--- src/rtl/unidade_controle_fsm_pkg.sv ---
// uc_pkg: opcodes and state encoding shared by the multicycle control unit
package uc_pkg;
  localparam logic [2:0] OP_MV   = 3'b000;
  localparam logic [2:0] OP_MVI  = 3'b001;
  localparam logic [2:0] OP_ADD  = 3'b010;
  localparam logic [2:0] OP_SUB  = 3'b011;
  localparam logic [2:0] OP_MVNZ = 3'b100;
  localparam logic [2:0] S_IDLE = 3'd0;
  localparam logic [2:0] S_T0   = 3'd1;
  localparam logic [2:0] S_T1   = 3'd2;
  localparam logic [2:0] S_T2   = 3'd3;
  localparam logic [2:0] S_T3   = 3'd4;
  typedef enum logic [2:0] {
    IDLE = S_IDLE,
    T0   = S_T0,
    T1   = S_T1,
    T2   = S_T2,
    T3   = S_T3
  } uc_state_t;
endpackage

--- src/rtl/unidade_controle_fsm_if.sv ---
// unidade_controle_fsm_if: start/instruction inputs and datapath control enables
// master = control unit (drives enables), slave = datapath side (drives Run/Instrucao/GNZ)
interface unidade_controle_fsm_if #(parameter int NREG = 8);
  localparam int RSEL_W = $clog2(NREG);
  localparam int IW = 3 + 2 * RSEL_W;
  logic            Run;
  logic [IW-1:0]   Instrucao;
  logic            GNZ;
  logic            IRin;
  logic [NREG-1:0] Rin;
  logic [NREG-1:0] Rout;
  logic            Ain;
  logic            Gin;
  logic            Gout;
  logic            DINout;
  logic            AddSub;
  logic            Done;
  logic            Busy;
  logic            Illegal;
  modport master (
    input  Run, Instrucao, GNZ,
    output IRin, Rin, Rout, Ain, Gin, Gout, DINout, AddSub, Done, Busy, Illegal
  );
  modport slave (
    output Run, Instrucao, GNZ,
    input  IRin, Rin, Rout, Ain, Gin, Gout, DINout, AddSub, Done, Busy, Illegal
  );
endinterface

--- src/rtl/unidade_controle_fsm_dec_onehot.sv ---
// dec_onehot: W-bit binary index to 2^W-bit one-hot vector
// ports: a_i binary index, y_o one-hot result
module dec_onehot #(parameter int W = 3) (
  input  logic [W-1:0]      a_i,
  output logic [2**W-1:0]   y_o
);
  assign y_o = {{(2**W-1){1'b0}}, 1'b1} << a_i;
endmodule

--- src/rtl/unidade_controle_fsm.sv ---
// unidade_controle_fsm: fetch/execute sequencer for the multicycle datapath
// ports: Clock, Reset (async, active-high), bus (master modport: Run/Instrucao/GNZ in, enables out)
// optional mvnz opcode compiled in with UC_MVNZ_EN
module unidade_controle_fsm import uc_pkg::*; #(
  parameter int NREG   = 8,
  parameter int RSEL_W = $clog2(NREG),
  parameter int IW     = 3 + 2 * RSEL_W
) (
  input logic Clock,
  input logic Reset,
  unidade_controle_fsm_if.master bus
);
  uc_state_t state_q, state_d;
  logic run_q;
  logic [2:0] op;
  logic [RSEL_W-1:0] rx, ry;
  logic [NREG-1:0] rx_oh, ry_oh;
  logic mv_go, legal, multi, t0, t1, t2, t3;
  assign op = bus.Instrucao[IW-1 -: 3];
  assign rx = bus.Instrucao[2*RSEL_W-1 -: RSEL_W];
  assign ry = bus.Instrucao[RSEL_W-1:0];
  dec_onehot #(.W(RSEL_W)) u_dec_rx (.a_i(rx), .y_o(rx_oh));
  dec_onehot #(.W(RSEL_W)) u_dec_ry (.a_i(ry), .y_o(ry_oh));
`ifdef UC_MVNZ_EN
  // mvnz only moves when G is non-zero; Done fires either way
  assign mv_go = (op == OP_MV) || (op == OP_MVNZ && bus.GNZ);
  assign legal = op inside {OP_MV, OP_MVI, OP_ADD, OP_SUB, OP_MVNZ};
`else
  logic unused_gnz;
  assign unused_gnz = bus.GNZ;
  assign mv_go = (op == OP_MV);
  assign legal = op inside {OP_MV, OP_MVI, OP_ADD, OP_SUB};
`endif
  assign multi = (op == OP_ADD) || (op == OP_SUB);
  always_ff @(posedge Clock or posedge Reset) begin
    if (Reset) begin
      state_q <= IDLE;
      run_q   <= 1'b0;
    end else begin
      state_q <= state_d;
      run_q   <= bus.Run;
    end
  end
  // run_q tracks Run even while busy, so an edge seen mid-instruction is never replayed
  always_comb begin
    state_d = state_q == IDLE ? ((bus.Run && !run_q) ? T0 : IDLE) :
              state_q == T0   ? T1 :
              state_q == T1   ? (multi ? T2 : IDLE) :
              state_q == T2   ? T3 : IDLE;
  end
  assign t0 = state_q == T0;
  assign t1 = state_q == T1;
  assign t2 = state_q == T2;
  assign t3 = state_q == T3;
  assign bus.IRin    = t0;
  assign bus.DINout  = t0 || (t1 && op == OP_MVI);
  assign bus.Rin     = ((t1 && (mv_go || op == OP_MVI)) || t3) ? rx_oh : '0;
  assign bus.Rout    = (t1 && mv_go) ? ry_oh : (t1 && multi) ? rx_oh : t2 ? ry_oh : '0;
  assign bus.Ain     = t1 && multi;
  assign bus.Gin     = t2;
  assign bus.Gout    = t3;
  assign bus.AddSub  = t2 && op == OP_SUB;
  assign bus.Done    = (t1 && !multi) || t3;
  assign bus.Busy    = state_q != IDLE;
  assign bus.Illegal = t1 && !legal;
endmodule

--- src/flat_wrapper.sv ---
// flat-port wrapper written by rule: the top's interface ports become plain ports
module unidade_controle_fsm_flat import uc_pkg::*;
#(
  parameter int NREG   = 8,
  parameter int RSEL_W = $clog2(NREG),
  parameter int IW     = 3 + 2 * RSEL_W
)
  (Clock, Reset, bus_Run, bus_Instrucao, bus_GNZ, bus_IRin, bus_Rin, bus_Rout, bus_Ain, bus_Gin, bus_Gout, bus_DINout, bus_AddSub, bus_Done, bus_Busy, bus_Illegal);
  unidade_controle_fsm_if #(.NREG(NREG)) bus_i ();
  input logic Clock;
  input logic Reset;
  input wire logic [$bits(bus_i.Run)-1:0] bus_Run;
  input wire logic [$bits(bus_i.Instrucao)-1:0] bus_Instrucao;
  input wire logic [$bits(bus_i.GNZ)-1:0] bus_GNZ;
  output wire logic [$bits(bus_i.IRin)-1:0] bus_IRin;
  output wire logic [$bits(bus_i.Rin)-1:0] bus_Rin;
  output wire logic [$bits(bus_i.Rout)-1:0] bus_Rout;
  output wire logic [$bits(bus_i.Ain)-1:0] bus_Ain;
  output wire logic [$bits(bus_i.Gin)-1:0] bus_Gin;
  output wire logic [$bits(bus_i.Gout)-1:0] bus_Gout;
  output wire logic [$bits(bus_i.DINout)-1:0] bus_DINout;
  output wire logic [$bits(bus_i.AddSub)-1:0] bus_AddSub;
  output wire logic [$bits(bus_i.Done)-1:0] bus_Done;
  output wire logic [$bits(bus_i.Busy)-1:0] bus_Busy;
  output wire logic [$bits(bus_i.Illegal)-1:0] bus_Illegal;
  assign bus_i.Run = bus_Run;
  assign bus_i.Instrucao = bus_Instrucao;
  assign bus_i.GNZ = bus_GNZ;
  assign bus_IRin = bus_i.IRin;
  assign bus_Rin = bus_i.Rin;
  assign bus_Rout = bus_i.Rout;
  assign bus_Ain = bus_i.Ain;
  assign bus_Gin = bus_i.Gin;
  assign bus_Gout = bus_i.Gout;
  assign bus_DINout = bus_i.DINout;
  assign bus_AddSub = bus_i.AddSub;
  assign bus_Done = bus_i.Done;
  assign bus_Busy = bus_i.Busy;
  assign bus_Illegal = bus_i.Illegal;
  unidade_controle_fsm #(.NREG(NREG), .RSEL_W(RSEL_W), .IW(IW)) u_core (.Clock(Clock), .Reset(Reset), .bus(bus_i));
endmodule
--- config.mk ---
export PLATFORM = sky130hd
export DESIGN_NAME = unidade_controle_fsm_flat
export DESIGN_NICKNAME = d
export VERILOG_FILES = /design/src/rtl/unidade_controle_fsm_pkg.sv /design/src/rtl/unidade_controle_fsm_if.sv /design/src/rtl/unidade_controle_fsm_dec_onehot.sv /design/src/rtl/unidade_controle_fsm.sv /design/src/flat_wrapper.sv
export SDC_FILE = /design/constraint.sdc
export NUM_CORES = 1
export LEC_CHECK = 0
export ABC_AREA = 1
export CAP_MARGIN = 20
export CORE_UTILIZATION = 40
export DETAILED_ROUTE_END_ITERATION = 10
export DONT_BUFFER_PORTS = 1
export GPL_TIMING_DRIVEN = 0
export HOLD_SLACK_MARGIN = 0.02
export SLEW_MARGIN = 20
export SYNTH_ARGS = -nofsm -noshare
export SYNTH_HDL_FRONTEND = slang
export SYNTH_SLANG_ARGS = --single-unit
--- constraint.sdc ---
create_clock -name Clock -period 1.2 [get_ports Clock]
set_input_delay 0.24 -clock Clock [delete_from_list [all_inputs] [get_ports Clock]]
set_output_delay 0.24 -clock Clock [all_outputs]
set_load 0.01 [all_outputs]
==> flow_metrics.env, run 1 <==
export IMPL_status="finished with violations"
export IMPL_violations="setup timing"
export IMPL_synth_seq_area_share=0.1636
export IMPL_period_share=1.350
export IMPL_io_pins=38
export IMPL_peakVddDrop_uv=868.8
export IMPL_seqCellArea_sq_um=102.6
export IMPL_synth_fp_nets=122
export IMPL_rsz0062_at_grt="true"
export IMPL_cts_sinks=4
export IMPL_place_congestion=0.8455
export IMPL_yosysMostFrequentCell="nand2_1"
export IMPL_path_cells="buf_12 > nor2_4 > buf_6 > nand3_1 > nand3_2"
export IMPL_p_leak_uw=0.0005094
export IMPL_synth_area_leader_cell="nand2_1"
export IMPL_final_setup_tns_ns=-8.244
export IMPL_avgSynthCellArea_sq_um=5.613
export IMPL_final_setup_skew_ns=0.001997
export IMPL_wl_per_cell_microns=15.00
export IMPL_core_sq_mm=0.001366
export IMPL_worstPathArrival_ns=1.38
export IMPL_path_class="reg -> out"
export IMPL_grt_max_degree=9
export IMPL_yosysWarnings=0
export IMPL_max_cap_violations=0
export IMPL_dr_pass1_iters=4
export IMPL_initial_core_util=0.4478
export IMPL_hp_class="in -> reg"
export IMPL_portBuffers=0
export IMPL_whs_ns=0.03854
export IMPL_yosys_top_cells_count="29 x nand2_1, 18 x nand3_1, 16 x inv_1"
export IMPL_antennaDiodeCount=0
export IMPL_async_flop_share=1.000
export IMPL_busiest_layer="met2"
export IMPL_cts_max_level=1
export IMPL_wl_microns=2190
export IMPL_min_period_ns=1.620
export IMPL_ant_nets=0
export IMPL_drive_above_1_share=0.5420
export IMPL_critical_path_max_stage_delay_ns=0.46
export IMPL_synth_cells=109
export IMPL_gr_total_overflow=0
export IMPL_num_vias=808
export IMPL_num_rows=13
export IMPL_critPathRequiredTime_ns=0.96
export IMPL_worst_slack_ns=-0.4199
export IMPL_endpoint_kind="output pin"
export IMPL_ys_ff_latch=4
export IMPL_fmax_mhz=617.3
export IMPL_cts_root_buf="clkbuf_4"
export IMPL_place_area_sq_um=685.7
export IMPL_design_area_sq_mm=0.001064
export IMPL_cts_tree="yes"
export IMPL_synth_edf_count=0
export IMPL_synth_cell_area_sq_um=611.8
export IMPL_drtIter0Drc=15
export IMPL_max_slew_margin=0.7837
export IMPL_worst_path_max_delay_cell="dfrtp_2"
export IMPL_antenna_found_initial=0
export IMPL_synth_area_leaders="nand2_1 18%, dfrtp_1 16%, nand3_1 15%"
export IMPL_die_w_microns=41.11
export IMPL_yosys_area_top_type_share=0.1779
export IMPL_hold_violations=0
export IMPL_die_h_microns=41.11
export IMPL_setup_viol=26
export IMPL_die_area_sq_mm=0.001690
export IMPL_cp_start_kind="register"
export IMPL_clkLatencyLatePin_ns=0.23
export IMPL_grt_pass1_wl_microns=2815
export IMPL_route_detailed_drc=0
export IMPL_grt_usage=0.2525
export IMPL_fillers=96
export IMPL_grt_use_met2=0.4297
export IMPL_clkTransAtPathRegs_ns=0.04
export IMPL_crit_fanout=5
export IMPL_area_delta_synth_final_pct=73.82
export IMPL_power_density_mw_per_mm2=929.8
export IMPL_synth_ff_type="dfrtp_1"
export IMPL_cts_buffers=3
export IMPL_synthDistinctLibCells=15
export IMPL_grt_pass1_vias=681
export IMPL_clockBufferDepth=2
export IMPL_final_nets=146
export IMPL_place_hpwl_microns=1246
export IMPL_use_met3=0.05978
export IMPL_worst_pin_slew_ns=0.3220
export IMPL_multiInputGateArea_sq_um=651.9
export IMPL_via_per_inst=5.534
export IMPL_grt_util_met1=0.3029
export IMPL_slew_viol_final=0
==> path summary, 6_finish.rpt <==
path	from	cells after the start	endpoint	slack, ns
max reg2reg	u_core.state_q[2]	8	u_core.state_q[1]	-0.07
max in group asynchronous	Reset	2	u_core.state_q[1]	0.68
min	bus_Run	0	u_core.run_q	0.04
min in group asynchronous	Reset	2	u_core.run_q	0.36
max	u_core.state_q[0]	5	bus_Rout[6]	-0.42
min reg2reg	u_core.run_q	3	u_core.state_q[0]	0.49
==> layer usage <==
metal	vias up	wire length (microns)
met2	30	1119
met1	377	903
li1	397	-
met3	4	132
met4	0	34
met5	-	0
==> registers in the layout (all words and copies together), names as in the netlist <==
name and count:
u_core.run_q 1, u_core.state_q 3
==> cell usage in the layout (no fill, tap or decap), drive strengths merged <==
cell type	n
a21boi	6
a21oi	1
buf	17
clkbuf	3
dfrtp	4
dlygate4sd3	1
inv	19
nand2	32
nand3	19
nor2	20
nor3	8
o21ai	1
==> final cells by class <==
class	instances	area share
multi-input combinational	87	0.6129
clock buffer	3	0.02118
sequential	4	0.09647
timing repair buffer	17	0.1671
tap	15	0.01765
inverter	19	0.07412
buffer	1	0.01059
==> report_power, final <==
part / total (uW) / switching, uW / internal, uW
Clock: 161 / 49.3 / 112
Sequential: 198 / 41.0 / 157
Combinational: 630 / 348 / 282
==> critical path: cells and delay by family (launching register included) <==
family | cells | cell delay [ns]
and+or+nand+nor | 3 | 0.39
DFF | 1 | 0.46
buffers and inverters | 2 | 0.30
==> stage by stage <==
stage          worst slack (ns)  cells  power (uW)  utilization
6_report                -0.4199    146       988.8       0.7784
5_1_grt                 -0.4737    146        1041       0.7784
4_1_cts                 -0.3847    141       889.3       0.7060
3_5_place_dp            -0.1914    124       472.9       0.5018
3_3_place_gp            -0.2003    124       468.6       0.5018
2_1_floorplan          -0.04611    109       430.5            -
==> cells by family (layout without fill, tap and decap cells) <==
| kind of cell | count (synthesis) | count (layout) | synth area share |
|---|---|---|---|
| buffers and inverters | 20 | 40 | 0.1350 |
| AO/OA/AOI/OAI | 8 | 8 | 0.08996 |
| AND/OR/NAND/NOR | 77 | 79 | 0.6115 |
| flip-flops | 4 | 4 | 0.1636 |
==> timing repair <==
item | in CTS | in global routing
hold buffers | 1 | 0
resized for setup | 33 | 14
setup endpoints to repair | 24 | 26
hold endpoints to repair | 4 | 0
pin swaps | 8 | 10
buffers inserted | 10 | 5
gates cloned | 3 | 0
(Power assumes the default switching activity.)
==> run 2, diff against run 1 <==
--- a/config.mk
+++ b/config.mk
@@ -5,7 +5,6 @@
 export SDC_FILE = /design/constraint.sdc
 export NUM_CORES = 1
 export LEC_CHECK = 0
-export ABC_AREA = 1
 export CAP_MARGIN = 20
 export CORE_UTILIZATION = 40
 export DETAILED_ROUTE_END_ITERATION = 10
==> run 2 against run 1 <==
The run still ends with setup timing left. Clock skew is 0.0048 ns higher. Sequential power hardly changed. Clock power is 9% higher. Setup slack worse by 0.17 ns. Combinational power is 17% lower. Register-to-register slack better by 0.03 ns. Critical path type unchanged. Largest cell class unchanged. Highest routed layer unchanged.
==> flow_metrics.env, run 2 <==
export IMPL_reg2reg_from="u_core.state_q[2]"
export IMPL_cts_sinks=4
export IMPL_die_area_sq_mm=0.001509
export IMPL_min_period_ns=1.790
export IMPL_rr_endpoint="u_core.state_q[2]"
export IMPL_grt_pass1_vias=549
export IMPL_synth_cells=74
export IMPL_place_hpwl_microns=977.8
export IMPL_yosys_area_top_type_share=0.1843
export IMPL_p_total_uw=897.7
export IMPL_grt_max_degree=11
export IMPL_yosys_top_cells_count="11 x nor2_1, 8 x a22oi_1, 8 x or3_1"
export IMPL_antenna_found_initial=0
export IMPL_r2r_cells=5
export IMPL_p_leak_uw=0.0003232
export IMPL_worstSetupEndpoint="bus_Rout[3]"
export IMPL_power_density_mw_per_mm2=952.8
export IMPL_final_nets=107
export IMPL_num_rows=12
export IMPL_dr_pass1_iters=4
export IMPL_final_setup_skew_ns=0.006808
export IMPL_fillers=79
export IMPL_whs_ns=0.1630
export IMPL_slew_viol_final=0
export IMPL_synth_seq_area_share=0.1843
export IMPL_crit_fanout=6
export IMPL_rsz0062_at_grt="true"
export IMPL_synth_fp_nets=87
export IMPL_clkLatencyLatePin_ns=0.24
export IMPL_endpoint_kind="output pin"
export IMPL_startpoint="u_core.state_q[2]"
export IMPL_async_flop_share=1.000
export IMPL_top_regs="u_core.state_q: 3 flops, u_core.run_q: 1 flops"
export IMPL_violations="setup timing"
export IMPL_final_util=0.7943
export IMPL_yosysMostFrequentCell="nor2_1"
export IMPL_critPathRequiredTime_ns=0.96
export IMPL_final_setup_tns_ns=-11.43
export IMPL_place_congestion=0.6804
export IMPL_portBuffers=0
export IMPL_hp_class="in -> reg"
export IMPL_cts_root_buf="clkbuf_4"
export IMPL_path_delay_family="simple AND/OR/NAND/NOR gates"
export IMPL_die_w_microns=38.85
export IMPL_setup_viol=28
export IMPL_ys_ff_latch=4
export IMPL_avgSynthCellArea_sq_um=7.338
export IMPL_cts_tree="yes"
export IMPL_synth_cell_area_sq_um=543.0
export IMPL_synth_ff_type="dfrtp_1"
export IMPL_synth_area_leader_cell="dfrtp_1"
export IMPL_clockBufferDepth=2
export IMPL_die_h_microns=38.85
export IMPL_cp_start_kind="register"
export IMPL_period_share=1.492
export IMPL_hold_violations=0
export IMPL_worst_pin_slew_ns=0.4969
export IMPL_worstPathArrival_ns=1.55
export IMPL_route_detailed_drc=0
export IMPL_wl_per_cell_microns=17.44
export IMPL_rrSetupSlack_ns=-0.04
export IMPL_fmax_mhz=558.6
export IMPL_max_cap_violations=0
export IMPL_num_vias=646
export IMPL_worst_path_max_delay_cell="dfrtp_2"
export IMPL_clkTransAtPathRegs_ns=0.04
export IMPL_initial_core_util=0.4578
export IMPL_cts_max_level=1
export IMPL_area_delta_synth_final_pct=73.50
export IMPL_antennaDiodeCount=0
export IMPL_final_cell_mix="10 x buf_6, 8 x a22oi_2, 5 x or3_4, 5 x nor2_2, 5 x nor2_1"
export IMPL_status="finished with violations"
export IMPL_peakVddDrop_uv=1027
export IMPL_drtIter0Drc=11
export IMPL_layout_commonest_cell="buf_6"
export IMPL_critical_path_max_stage_delay_ns=0.41
export IMPL_io_pins=38
export IMPL_synth_edf_count=0
export IMPL_yosysWarnings=0
export IMPL_path_class="reg -> out"
export IMPL_regMostFlops="u_core.state_q"
export IMPL_max_slew_margin=0.6673
export IMPL_crit_cells=3
export IMPL_grt_usage=0.2350
export IMPL_cts_buffers=3
export IMPL_largest_reg_flops=3
export IMPL_drive_above_1_share=0.6413
export IMPL_worst_slack_ns=-0.5903
export IMPL_grt_pass1_wl_microns=2346
export IMPL_wl_microns=1849
export IMPL_synth_area_leaders="dfrtp_1 18%, a22oi_1 11%, or3_1 9.2%"
export IMPL_core_sq_mm=0.001186
export IMPL_via_per_inst=6.094
export IMPL_synthDistinctLibCells=27
export IMPL_critPathBufInv=0
export IMPL_path_cells="nand4bb_4 > or3_1 > a22oi_2"
export IMPL_gr_total_overflow=0
export IMPL_ant_nets=0
## run 2: final cells by class
cell class	count	area, sq um	share of cell area
multi-input cells	64	583.1	0.6189
repair buffers	16	180.2	0.1912
flip-flops and latches	4	103.9	0.1102
clock buffers	3	22.52	0.02390
inverters	4	20.02	0.02125
well taps	14	17.52	0.01859
plain buffers	1	15.01	0.01594
## run 2: worst min path at each step
stage,startpoint,to,slack [ns],cells after the start
floorplan,Reset,u_core.run_q,0.006,1
CTS,bus_Run,u_core.state_q[0],0.13,2
global route,bus_Run,u_core.state_q[0],0.17,2
detailed placement,Reset,u_core.state_q[2],0.02,1
finish,bus_Run,u_core.state_q[0],0.16,2
global placement,Reset,u_core.state_q[2],0.02,1
## run 2: cells by family after synthesis
logic type	synth area share
and+or+nand+nor	0.5691
AOI/OAI and AO/OA	0.1843
DFF	0.1843
buffers and inverters	0.06221
## run 2: through the flow
| stage | instances | setup WS, ns | area [sq um] |
|---|---|---|---|
| finish | 106 | -0.5903 | 942.2 |
| global route | 106 | -0.6498 | 942.2 |
| CTS | 99 | -0.5898 | 812.0 |
| detailed placement | 88 | -0.3866 | 626.9 |
| global placement | 88 | -0.3490 | 626.9 |
| floorplan | 74 | -0.3027 | 609.3 |
## run 2: repair_timing
| action | CTS | global route |
|---|---|---|
| endpoints found under the setup margin | 27 | 28 |
| gates cloned | 0 | 1 |
| hold endpoints to repair | 5 | 0 |
| pin swaps | 15 | 21 |
| gates resized for setup | 24 | 19 |
| buffers inserted | 7 | 8 |
| hold buffers | 2 | 0 |
## run 2: power breakdown
group / switching, uW / internal [uW]
Sequential: 43.2 / 158
Combinational: 240 / 283
Clock: 62.2 / 112
Total: 345 / 553
## run 2: per-layer routing
layer  routed length [microns]  GRT usage  vias up
met2                       910     0.3917       33
li1                          -          -      313
met3                        98    0.05202        2
met4                        27     0.1293        0
met5                         0          0        -
met1                       811     0.2737      298
